### config.mk
export PLATFORM = sky130hd
export DESIGN_NAME = irq_prio_ctrl_32_flat
export DESIGN_NICKNAME = d
export VERILOG_FILES = /design/src/rtl/irq_prio_ctrl_32_if.sv /design/src/rtl/irq_prio_ctrl_32.sv /design/src/flat_wrapper.sv
export SDC_FILE = /design/constraint.sdc
export NUM_CORES = 1
export LEC_CHECK = 0
export BUFFER_PORTS_ARGS = -buffer_cell sky130_fd_sc_hd__buf_2
export CAP_MARGIN = 25
export CORE_ASPECT_RATIO = 0.9
export CORE_UTILIZATION = 49
export DETAILED_ROUTE_END_ITERATION = 10
export GPL_TIMING_DRIVEN = 0
export PLACE_DENSITY = 0.86
export SKIP_LAST_GASP = 1
export SYNTH_ARGS = -nofsm -noshare
export SYNTH_HDL_FRONTEND = slang
export SYNTH_SLANG_ARGS = --single-unit
### constraint.sdc
create_clock -name clk -period 2.18 [get_ports clk]
set_input_delay 0.436 -clock clk [delete_from_list [all_inputs] [get_ports clk]]
set_output_delay 0.436 -clock clk [all_outputs]
set_load 0.01 [all_outputs]
### src/rtl/irq_prio_ctrl_32_if.sv
// rtl/irq_prio_ctrl_32_if.sv - core-side and source-side signal bundle of the 32-line interrupt controller
//
// Signals:
//   irq_in[31:0]      raw interrupt lines, bit i = source i
//   irq_enable[31:0]  per-line enable
//   irq_edge[31:0]    per-line mode, 1 = rising edge, 0 = level high
//   claim             core pulse accepting the presented irq_id
//   complete          core pulse ending service of complete_id
//   complete_id[4:0]  ID being completed
//   irq_req           interrupt request to the core
//   irq_id[4:0]       ID of the requested / in-service line
//   busy              a line is in service
//   pending_o[31:0]   current pending vector
//   complete_err      one-cycle pulse on a bad complete
// Modports: master drives the inputs (sources + core), slave is the controller.
interface irq_prio_ctrl_32_if;
   logic [31:0] irq_in;
   logic [31:0] irq_enable;
   logic [31:0] irq_edge;
   logic        claim;
   logic        complete;
   logic [4:0]  complete_id;
   logic        irq_req;
   logic [4:0]  irq_id;
   logic        busy;
   logic [31:0] pending_o;
   logic        complete_err;

   modport master (
      output irq_in, irq_enable, irq_edge, claim, complete, complete_id,
      input  irq_req, irq_id, busy, pending_o, complete_err
   );

   modport slave (
      input  irq_in, irq_enable, irq_edge, claim, complete, complete_id,
      output irq_req, irq_id, busy, pending_o, complete_err
   );
endinterface

### src/rtl/irq_prio_ctrl_32.sv
// rtl/irq_prio_ctrl_32.sv - 32-line fixed-priority interrupt controller with claim/complete handshake
//
// Ports:
//   clk    system clock, rising edge
//   rst_n  asynchronous active-low reset
//   bus    irq_prio_ctrl_32_if.slave (lines, enables, modes, claim/complete, request outputs)
// Option macro: IRQ_SYNC_EN - when defined, irq_in passes a 2-flop synchronizer
//   before edge/level detection (adds 2 cycles to every input-to-request path).
module irq_prio_ctrl_32 (
   input  logic               clk,
   input  logic               rst_n,
   irq_prio_ctrl_32_if.slave  bus
);

   localparam int IRQ_NUM = 32;
   localparam int ID_W    = 5;

   typedef enum logic [1:0] {
      S_IDLE    = 2'd0,
      S_ASSERT  = 2'd1,
      S_SERVICE = 2'd2
   } state_t;

   state_t              r_state;
   state_t              w_next;

   logic [IRQ_NUM-1:0]  w_irq_s;
   logic [IRQ_NUM-1:0]  r_prev;
   logic [IRQ_NUM-1:0]  r_pending;
   logic [ID_W-1:0]     r_irq_id;
   logic                r_irq_req;
   logic                r_busy;
   logic                r_complete_err;

   logic [IRQ_NUM-1:0]  w_rise;
   logic [IRQ_NUM-1:0]  w_busy_mask;
   logic [IRQ_NUM-1:0]  w_set;
   logic [IRQ_NUM-1:0]  w_clr;
   logic [IRQ_NUM-1:0]  w_active;
   logic [ID_W-1:0]     w_win_id;
   logic                w_latch;
   logic                w_claim_ok;
   logic                w_cmp_ok;

`ifdef IRQ_SYNC_EN
   logic [IRQ_NUM-1:0]  r_sync1;
   logic [IRQ_NUM-1:0]  r_sync2;

   always_ff @(posedge clk or negedge rst_n) begin
      if (!rst_n) begin
         r_sync1 <= '0;
         r_sync2 <= '0;
      end else begin
         r_sync1 <= bus.irq_in;
         r_sync2 <= r_sync1;
      end
   end

   assign w_irq_s = r_sync2;
`else
   assign w_irq_s = bus.irq_in;
`endif

   assign w_rise = w_irq_s & ~r_prev;

   // The line currently in service may not re-pend until it is completed.
   assign w_busy_mask = r_busy ? (32'd1 << r_irq_id) : '0;

   assign w_set = bus.irq_enable
                & ((bus.irq_edge & w_rise) | (~bus.irq_edge & w_irq_s))
                & ~w_busy_mask;

   assign w_claim_ok = (r_state == S_ASSERT) && bus.claim;
   assign w_clr      = w_claim_ok ? (32'd1 << r_irq_id) : '0;
   assign w_cmp_ok   = (r_state == S_SERVICE) && bus.complete
                     && (bus.complete_id == r_irq_id);

   assign w_active = r_pending & bus.irq_enable;
   assign w_latch  = (r_state == S_IDLE) && (|w_active);

   // Scan high to low so the lowest active index is the last one written.
   always_comb begin
      w_win_id = '0;
      for (int i = IRQ_NUM - 1; i >= 0; i--) begin
         if (w_active[i]) w_win_id = ID_W'(i);
      end
   end

   always_ff @(posedge clk or negedge rst_n) begin
      if (!rst_n) r_state <= S_IDLE;
      else        r_state <= w_next;
   end

   always_comb begin
      w_next = r_state;
      case (r_state)
         S_IDLE: begin
            if (|w_active) w_next = S_ASSERT;
         end
         S_ASSERT: begin
            // Claim beats a same-cycle enable drop; the core already took the ID.
            if (bus.claim)                        w_next = S_SERVICE;
            else if (!bus.irq_enable[r_irq_id])   w_next = S_IDLE;
         end
         S_SERVICE: begin
            if (w_cmp_ok) w_next = S_IDLE;
         end
         default: w_next = S_IDLE;
      endcase
   end

   always_ff @(posedge clk or negedge rst_n) begin
      if (!rst_n) begin
         r_prev         <= '0;
         r_pending      <= '0;
         r_irq_id       <= '0;
         r_irq_req      <= 1'b0;
         r_busy         <= 1'b0;
         r_complete_err <= 1'b0;
      end else begin
         r_prev         <= w_irq_s;
         // Set after clear: a fresh request in the claim cycle survives.
         r_pending      <= (r_pending & ~w_clr) | w_set;
         if (w_latch) r_irq_id <= w_win_id;
         r_irq_req      <= (w_next == S_ASSERT);
         r_busy         <= (w_next == S_SERVICE);
         r_complete_err <= bus.complete & ~w_cmp_ok;
      end
   end

   assign bus.irq_req      = r_irq_req;
   assign bus.irq_id       = r_irq_id;
   assign bus.busy         = r_busy;
   assign bus.pending_o    = r_pending;
   assign bus.complete_err = r_complete_err;

endmodule

### src/flat_wrapper.sv
// flat-port wrapper written by rule: the top's interface ports become plain ports
module irq_prio_ctrl_32_flat 
  (clk, rst_n, bus_irq_in, bus_irq_enable, bus_irq_edge, bus_claim, bus_complete, bus_complete_id, bus_irq_req, bus_irq_id, bus_busy, bus_pending_o, bus_complete_err);
  irq_prio_ctrl_32_if bus_i ();
  input  logic clk;
  input  logic rst_n;
  input wire logic [$bits(bus_i.irq_in)-1:0] bus_irq_in;
  input wire logic [$bits(bus_i.irq_enable)-1:0] bus_irq_enable;
  input wire logic [$bits(bus_i.irq_edge)-1:0] bus_irq_edge;
  input wire logic [$bits(bus_i.claim)-1:0] bus_claim;
  input wire logic [$bits(bus_i.complete)-1:0] bus_complete;
  input wire logic [$bits(bus_i.complete_id)-1:0] bus_complete_id;
  output wire logic [$bits(bus_i.irq_req)-1:0] bus_irq_req;
  output wire logic [$bits(bus_i.irq_id)-1:0] bus_irq_id;
  output wire logic [$bits(bus_i.busy)-1:0] bus_busy;
  output wire logic [$bits(bus_i.pending_o)-1:0] bus_pending_o;
  output wire logic [$bits(bus_i.complete_err)-1:0] bus_complete_err;
  assign bus_i.irq_in = bus_irq_in;
  assign bus_i.irq_enable = bus_irq_enable;
  assign bus_i.irq_edge = bus_irq_edge;
  assign bus_i.claim = bus_claim;
  assign bus_i.complete = bus_complete;
  assign bus_i.complete_id = bus_complete_id;
  assign bus_irq_req = bus_i.irq_req;
  assign bus_irq_id = bus_i.irq_id;
  assign bus_busy = bus_i.busy;
  assign bus_pending_o = bus_i.pending_o;
  assign bus_complete_err = bus_i.complete_err;
  irq_prio_ctrl_32 u_core (.clk(clk), .rst_n(rst_n), .bus(bus_i));
endmodule
# Word-level counts from Yosys, hierarchy flattened
# Index checks and enable logic that the tools add are counted.
[word_totals] reg_bits=74 out_inout_bits=40
[op_classes] n_lt_le_gt_ge=1 n_eq_ne=5 n_shift=1 n_mux=41 bitwise=15 n_reduce_logical=6
[op_table] op="bitwise AND 32 bit" n=7
[op_table] op="two-way mux 5 bit" n=32
[op_table] op="inverter 32 bit" n=4
[op_table] op="two-way mux 32 bit" n=2
[op_table] op="OR 32 bit" n=2
[op_table] op="OR reduction 32 bit" n=1
[op_table] op="<< shifter 1 x 5 -> 32 bit, first input constant" n=1
[op_table] op="two-way mux 2 bit" n=4
[op_table] op="< comparator 5 x 6 -> 1 bit, second input constant" n=1
[op_table] op="one-hot mux 2 bit (3 select lines)" n=1
[op_table] op="binary-select mux 1 bit (select 5 bit)" n=1
[op_table] op="== test 5 bit" n=1
[op_table] op="== test 2 x 1 -> 1 bit, second input constant" n=2
[op_table] op="== test 2 bit, second input constant" n=2
[op_table] op="logical AND 1 bit" n=4
[op_table] op="zero test 2 bit" n=1
[op_table] op="bitwise AND 1 bit" n=1
[op_table] op="two-way mux 1 bit" n=1
[op_table] op="inverter 1 bit" n=1

# Logic depth before layout (Yosys ltp)
[logic_depth] word_depth=33 ltp_mapped=7 mapped_depth_nobuf=6

# Worst setup path before layout
# OpenSTA, ideal clock, no wires.
[synth_timing] kind="reg2reg" startpoint="register u_core.r_irq_id[0], in the netlist u_core.bus.irq_id[0]" endpoint="register u_core.r_irq_req, in the netlist u_core.bus.irq_req" t_arrival_ns=1.711 slack_ns=0.346 stages_incl_launch_ff=6 period_less_slack_ns=1.834 path_cell_list="dfrtp_1 -> buf_6 -> mux4_1 -> mux4_2 -> nor2_2 -> o21ai_1"
[synth_via] elab_chain_len=6
[synth_rtl] item="start, declared" line="irq_prio_ctrl_32.sv:30" source="logic [ID_W-1:0] r_irq_id;"
[synth_rtl] item="start signal, assigned" line="irq_prio_ctrl_32.sv:124" source="if (w_latch) r_irq_id <= w_win_id;"
[synth_rtl] item="binary-select mux 1 bit (select 5 bit)" line="irq_prio_ctrl_32.sv:103" source="else if (!bus.irq_enable[r_irq_id]) w_next = S_IDLE;"
[synth_rtl] item="two-way mux 1 bit (not written as such)" line="irq_prio_ctrl_32.sv:103"
[synth_rtl] item="two-way mux 2 bit" line="irq_prio_ctrl_32.sv:103"
[synth_rtl] item="two-way mux 2 bit" line="irq_prio_ctrl_32.sv:102" source="if (bus.claim) w_next = S_SERVICE;"
[synth_rtl] item="one-hot mux 2 bit (3 select lines) *" line="irq_prio_ctrl_32.sv:96" source="case (r_state)"
[synth_rtl] item="== test 2 x 1 -> 1 bit *" line="irq_prio_ctrl_32.sv:125" source="r_irq_req <= (w_next == S_ASSERT);"
[synth_rtl] item="end signal, assigned" line="irq_prio_ctrl_32.sv:125"
[synth_rtl] item="end, declared" line="irq_prio_ctrl_32.sv:31" source="logic r_irq_req;"
# Every way passes the cells marked *; elsewhere a longest branch is shown, timed or not. The select of a mux whose other input is x is not followed.
# A chain may end at the register's enable or synchronous reset.

# Final worst setup path
[layout_timing] startpoint="register u_core.r_irq_id[1], in the netlist u_core.bus.irq_id[1]" endpoint="register u_core.r_pending[21], in the netlist u_core.bus.pending_o[21]"
[layout_via] elab_chain_len=5
[layout_rtl] item="<< shifter 1 x 5 -> 32 bit *" line="irq_prio_ctrl_32.sv:67, irq_prio_ctrl_32.sv:74"
[layout_rtl] item="two-way mux 32 bit, on equally long branches" line="irq_prio_ctrl_32.sv:74, irq_prio_ctrl_32.sv:67"
[layout_rtl] item="inverter 32 bit, on equally long branches" line="irq_prio_ctrl_32.sv:123, irq_prio_ctrl_32.sv:71"
[layout_rtl] item="bitwise AND 32 bit, on equally long branches" line="irq_prio_ctrl_32.sv:123, irq_prio_ctrl_32.sv:71"
[layout_rtl] item="OR 32 bit *" line="irq_prio_ctrl_32.sv:123" source="r_pending <= (r_pending & ~w_clr) | w_set;"
[layout_rtl] item="end signal, assigned" line="irq_prio_ctrl_32.sv:123"
[layout_rtl] item="end, declared" line="irq_prio_ctrl_32.sv:29" source="logic [IRQ_NUM-1:0] r_pending;"
# Every way passes the cells marked *; elsewhere a longest branch is shown, timed or not.

==> impl_metrics.ini <==
[status]
status = complete, no violations

[finish]
drive_gt1_share_pct = 32.8
area_growth_pct = 29.1
nets = 633
fin_util_pct = 66.7
n_antenna_cell = 0
final_cells = 626
design_area_um2 = 4820

[logic_synthesis]
synth_top_family_by_area = compound AO/OA/AOI/OAI gates
async_reset_ff_share_pct = 100
synth_nets = 479
ys.flop_type = dfrtp_1
yosys.area_share.simple_pct = 17.7
synth_cell_type_count = 44
synthAdderAreaFrac_pct = 0
ys_seq_area_share_pct = 49.6
synth_cells = 374
synth_mux_area_share_pct = 6.30
syn_avg_cell_area_um2 = 9.98
yosys_warnings = 0
synth_xor_area_share_pct = 1.17
synth_edf_count = 0
synth_seq_cells = 74
synth-compound-area-share_pct = 23.4
syn_area_um2 = 3730

[die]
die_h_um = 84.8
die_x_um = 94.0
rows = 29
ios = 145
die-area_um2 = 7970
initial_core_util_pct = 51.7
core_um2 = 7220

[worst_setup_path]
worstPathArrival_ps = 2250
worst_ep_required_time_ps = 2430
path_max_fanout = 10
crit_path_start_kind = register
end_kind = register
critical_path_class = register to register

[pwr]
switching_share_pct = 37.2
internal_power_mw = 2.96
ir_drop_mv = 0.514
power_leakage_nw = 2.03
power_frac_comb_pct = 36.2
power.switching_mw = 1.76
sequentialPowerShare_pct = 37.3
p_clk_share_pct = 26.5
power_density_nw_per_um2 = 980

[placement]
dpl.hpwl_mm = 9.25
post-place-cells = 611
placed_area_um2 = 4570
gp_congestion = 0.939
port_buffers = 144

[drt]
finalWirelength_mm = 12.0
drcViolationCount = 0
drtIter0Drc = 382
ant_nets = 0
firstDrtPassIters = 6
viasPerCell = 6.15
detail_route.wl_per_cell_um = 19.2
num_vias = 3847

[clock_network]
h-tree-depth = 3
clkTransAtPathRegs_ps = 80
cts.path.max_buffers = 2
hold_buffers = 0
cts_setup_buffers = 0
cts_buffers = 9
cts_sinks = 74
cts_resized = 0
clkLatencyLatePin_ps = 350
cts_tree = built
cts_root_buf = clkbuf_8

[timing]
worst_pin_slew_ps = 923
finalSetupViolations = 0
holdWs_ps = 192
drv_slew = 0
period_needed_ps = 2000
slew_headroom_pct = 38.5
rsz0062_at_grt = no
hold_viol = 0
setup_tns_ps = 0
min_period_over_period_pct = 91.5
fin_skew_ps = 7.61
maxClockFrequency_mhz = 501

[grt]
grt_overflow = 0
grt_pass1_wl_mm = 18.8
antenna_found_initial = 1
grt_max_degree = 75
grt_pass1_vias = 3740
track_usage_pct = 31.9

[job]
cap_violations = 0

[min_path]
holdCritPathClass = input port to register
sequential cells by signal (all words and copies together) (netlist names):
name / cells
u_core.bus.busy: 1
u_core.bus.complete_err: 1
u_core.bus.irq_id: 5
u_core.bus.irq_req: 1
u_core.bus.pending_o: 32
u_core.r_prev: 32
u_core.r_state: 2
worst paths after layout:
check,from,endpoint,slack [ps],cells past startpoint
worst max-delay path,u_core.bus.irq_id[1],u_core.bus.pending_o[21],180,6
worst min-delay path,bus_irq_in[26],u_core.r_prev[26],190,1
worst max register to register,u_core.bus.irq_id[1],u_core.bus.pending_o[21],180,6
worst min register to register,u_core.r_prev[30],u_core.bus.pending_o[30],530,3
max in group asynchronous,rst_n,u_core.bus.irq_id[3],1370,1
min in group asynchronous,rst_n,u_core.bus.pending_o[3],210,1
power groups by stage:
stage | logic (mW) | clock network [mW] | registers (mW)
CTS | 1.70 | 1.27 | 1.73
global placement | 1.65 | 0 | 1.75
detailed placement | 1.69 | 0 | 1.76
global route | 1.85 | 1.32 | 1.78
floorplan | 0.991 | 0 | 1.78
finish | 1.71 | 1.25 | 1.76
critical path, cell delays in order (launching register included):
cell      delay, ps
dfrtp_1         540
buf_2           290
inv_1           150
nand2_1         120
nor2_1          420
a221oi_1        160
a21o_1          190
cell type report:
type	instances	area [um^2]
fill	600	2400
sequential	74	1850
multi-input combinational	285	1830
timing repair buffer	144	723
clock buffer	12	165
tap	93	116
clock inverter	4	72.6
buffer	13	61.3
inverter	1	3.75
cells in the mapped netlist, types with 5 or more instances:
library cell / n / area share (%)
mux4_1: 6 / 4.2
nor2_1: 13 / 1.3
xnor2_1: 5 / 1.2
nand2b_1: 8 / 1.3
clkbuf_1: 10 / 1.0
o21ai_0: 24 / 3.2
a21o_1: 14 / 2.8
a221oi_1: 14 / 3.3
o2111ai_1: 19 / 4.5
a21oi_1: 5 / 0.67
nand2_1: 97 / 9.8
a22oi_1: 14 / 2.8
nand3_1: 11 / 1.5
nor3_1: 6 / 0.80
dfrtp_1: 74 / 50
nand4_1: 6 / 1.0
cells by family after synthesis:
family,count (synthesis)
AOI/OAI and AO/OA,118
DFF,74
buffers and inverters,15
and+or+nand+nor,152
muxes,10
xor gates and xnor gates,5
layer usage:
metal | up-vias | track usage [%] | share of wire, %
li1 | 1752 | - | -
met1 | 1840 | 42.1 | 41
met2 | 230 | 51.6 | 47
met3 | 25 | 8.78 | 10
met4 | 0 | 9.79 | 1.6
met5 | - | 0 | 0
metrics by stage:
stage	power [mW]	worst slack, ps
after floorplan	2.77	346
after global placement	3.40	31.5
after detailed placement	3.45	26.4
after CTS	4.70	55.1
after global routing	4.96	76.6
final	4.72	185
cells in the final DEF, fill, tap and decap left out, types with 3 or more instances in the layout:
cell type  synthesis  routed
a21o_1            14      14
a21oi_1            5       5
a221oi_1          14      14
a22oi_1           14      14
a31oi_1            3       3
a32o_1             3       3
buf_2              3     146
clkbuf_1          10       8
clkbuf_8           0      12
dfrtp_1           74      74
mux4_1             6       6
mux4_2             3       3
nand2_1           97      97
nand2b_1           8       8
nand3_1           11      11
nand4_1            6       6
nand4b_1           3       3
nor2_1            13      13
nor3_1             6       5
o2111ai_1         19      19
o21ai_0           24      24
xnor2_1            5       5
No activity file was read; power rests on OpenSTA's default activity.
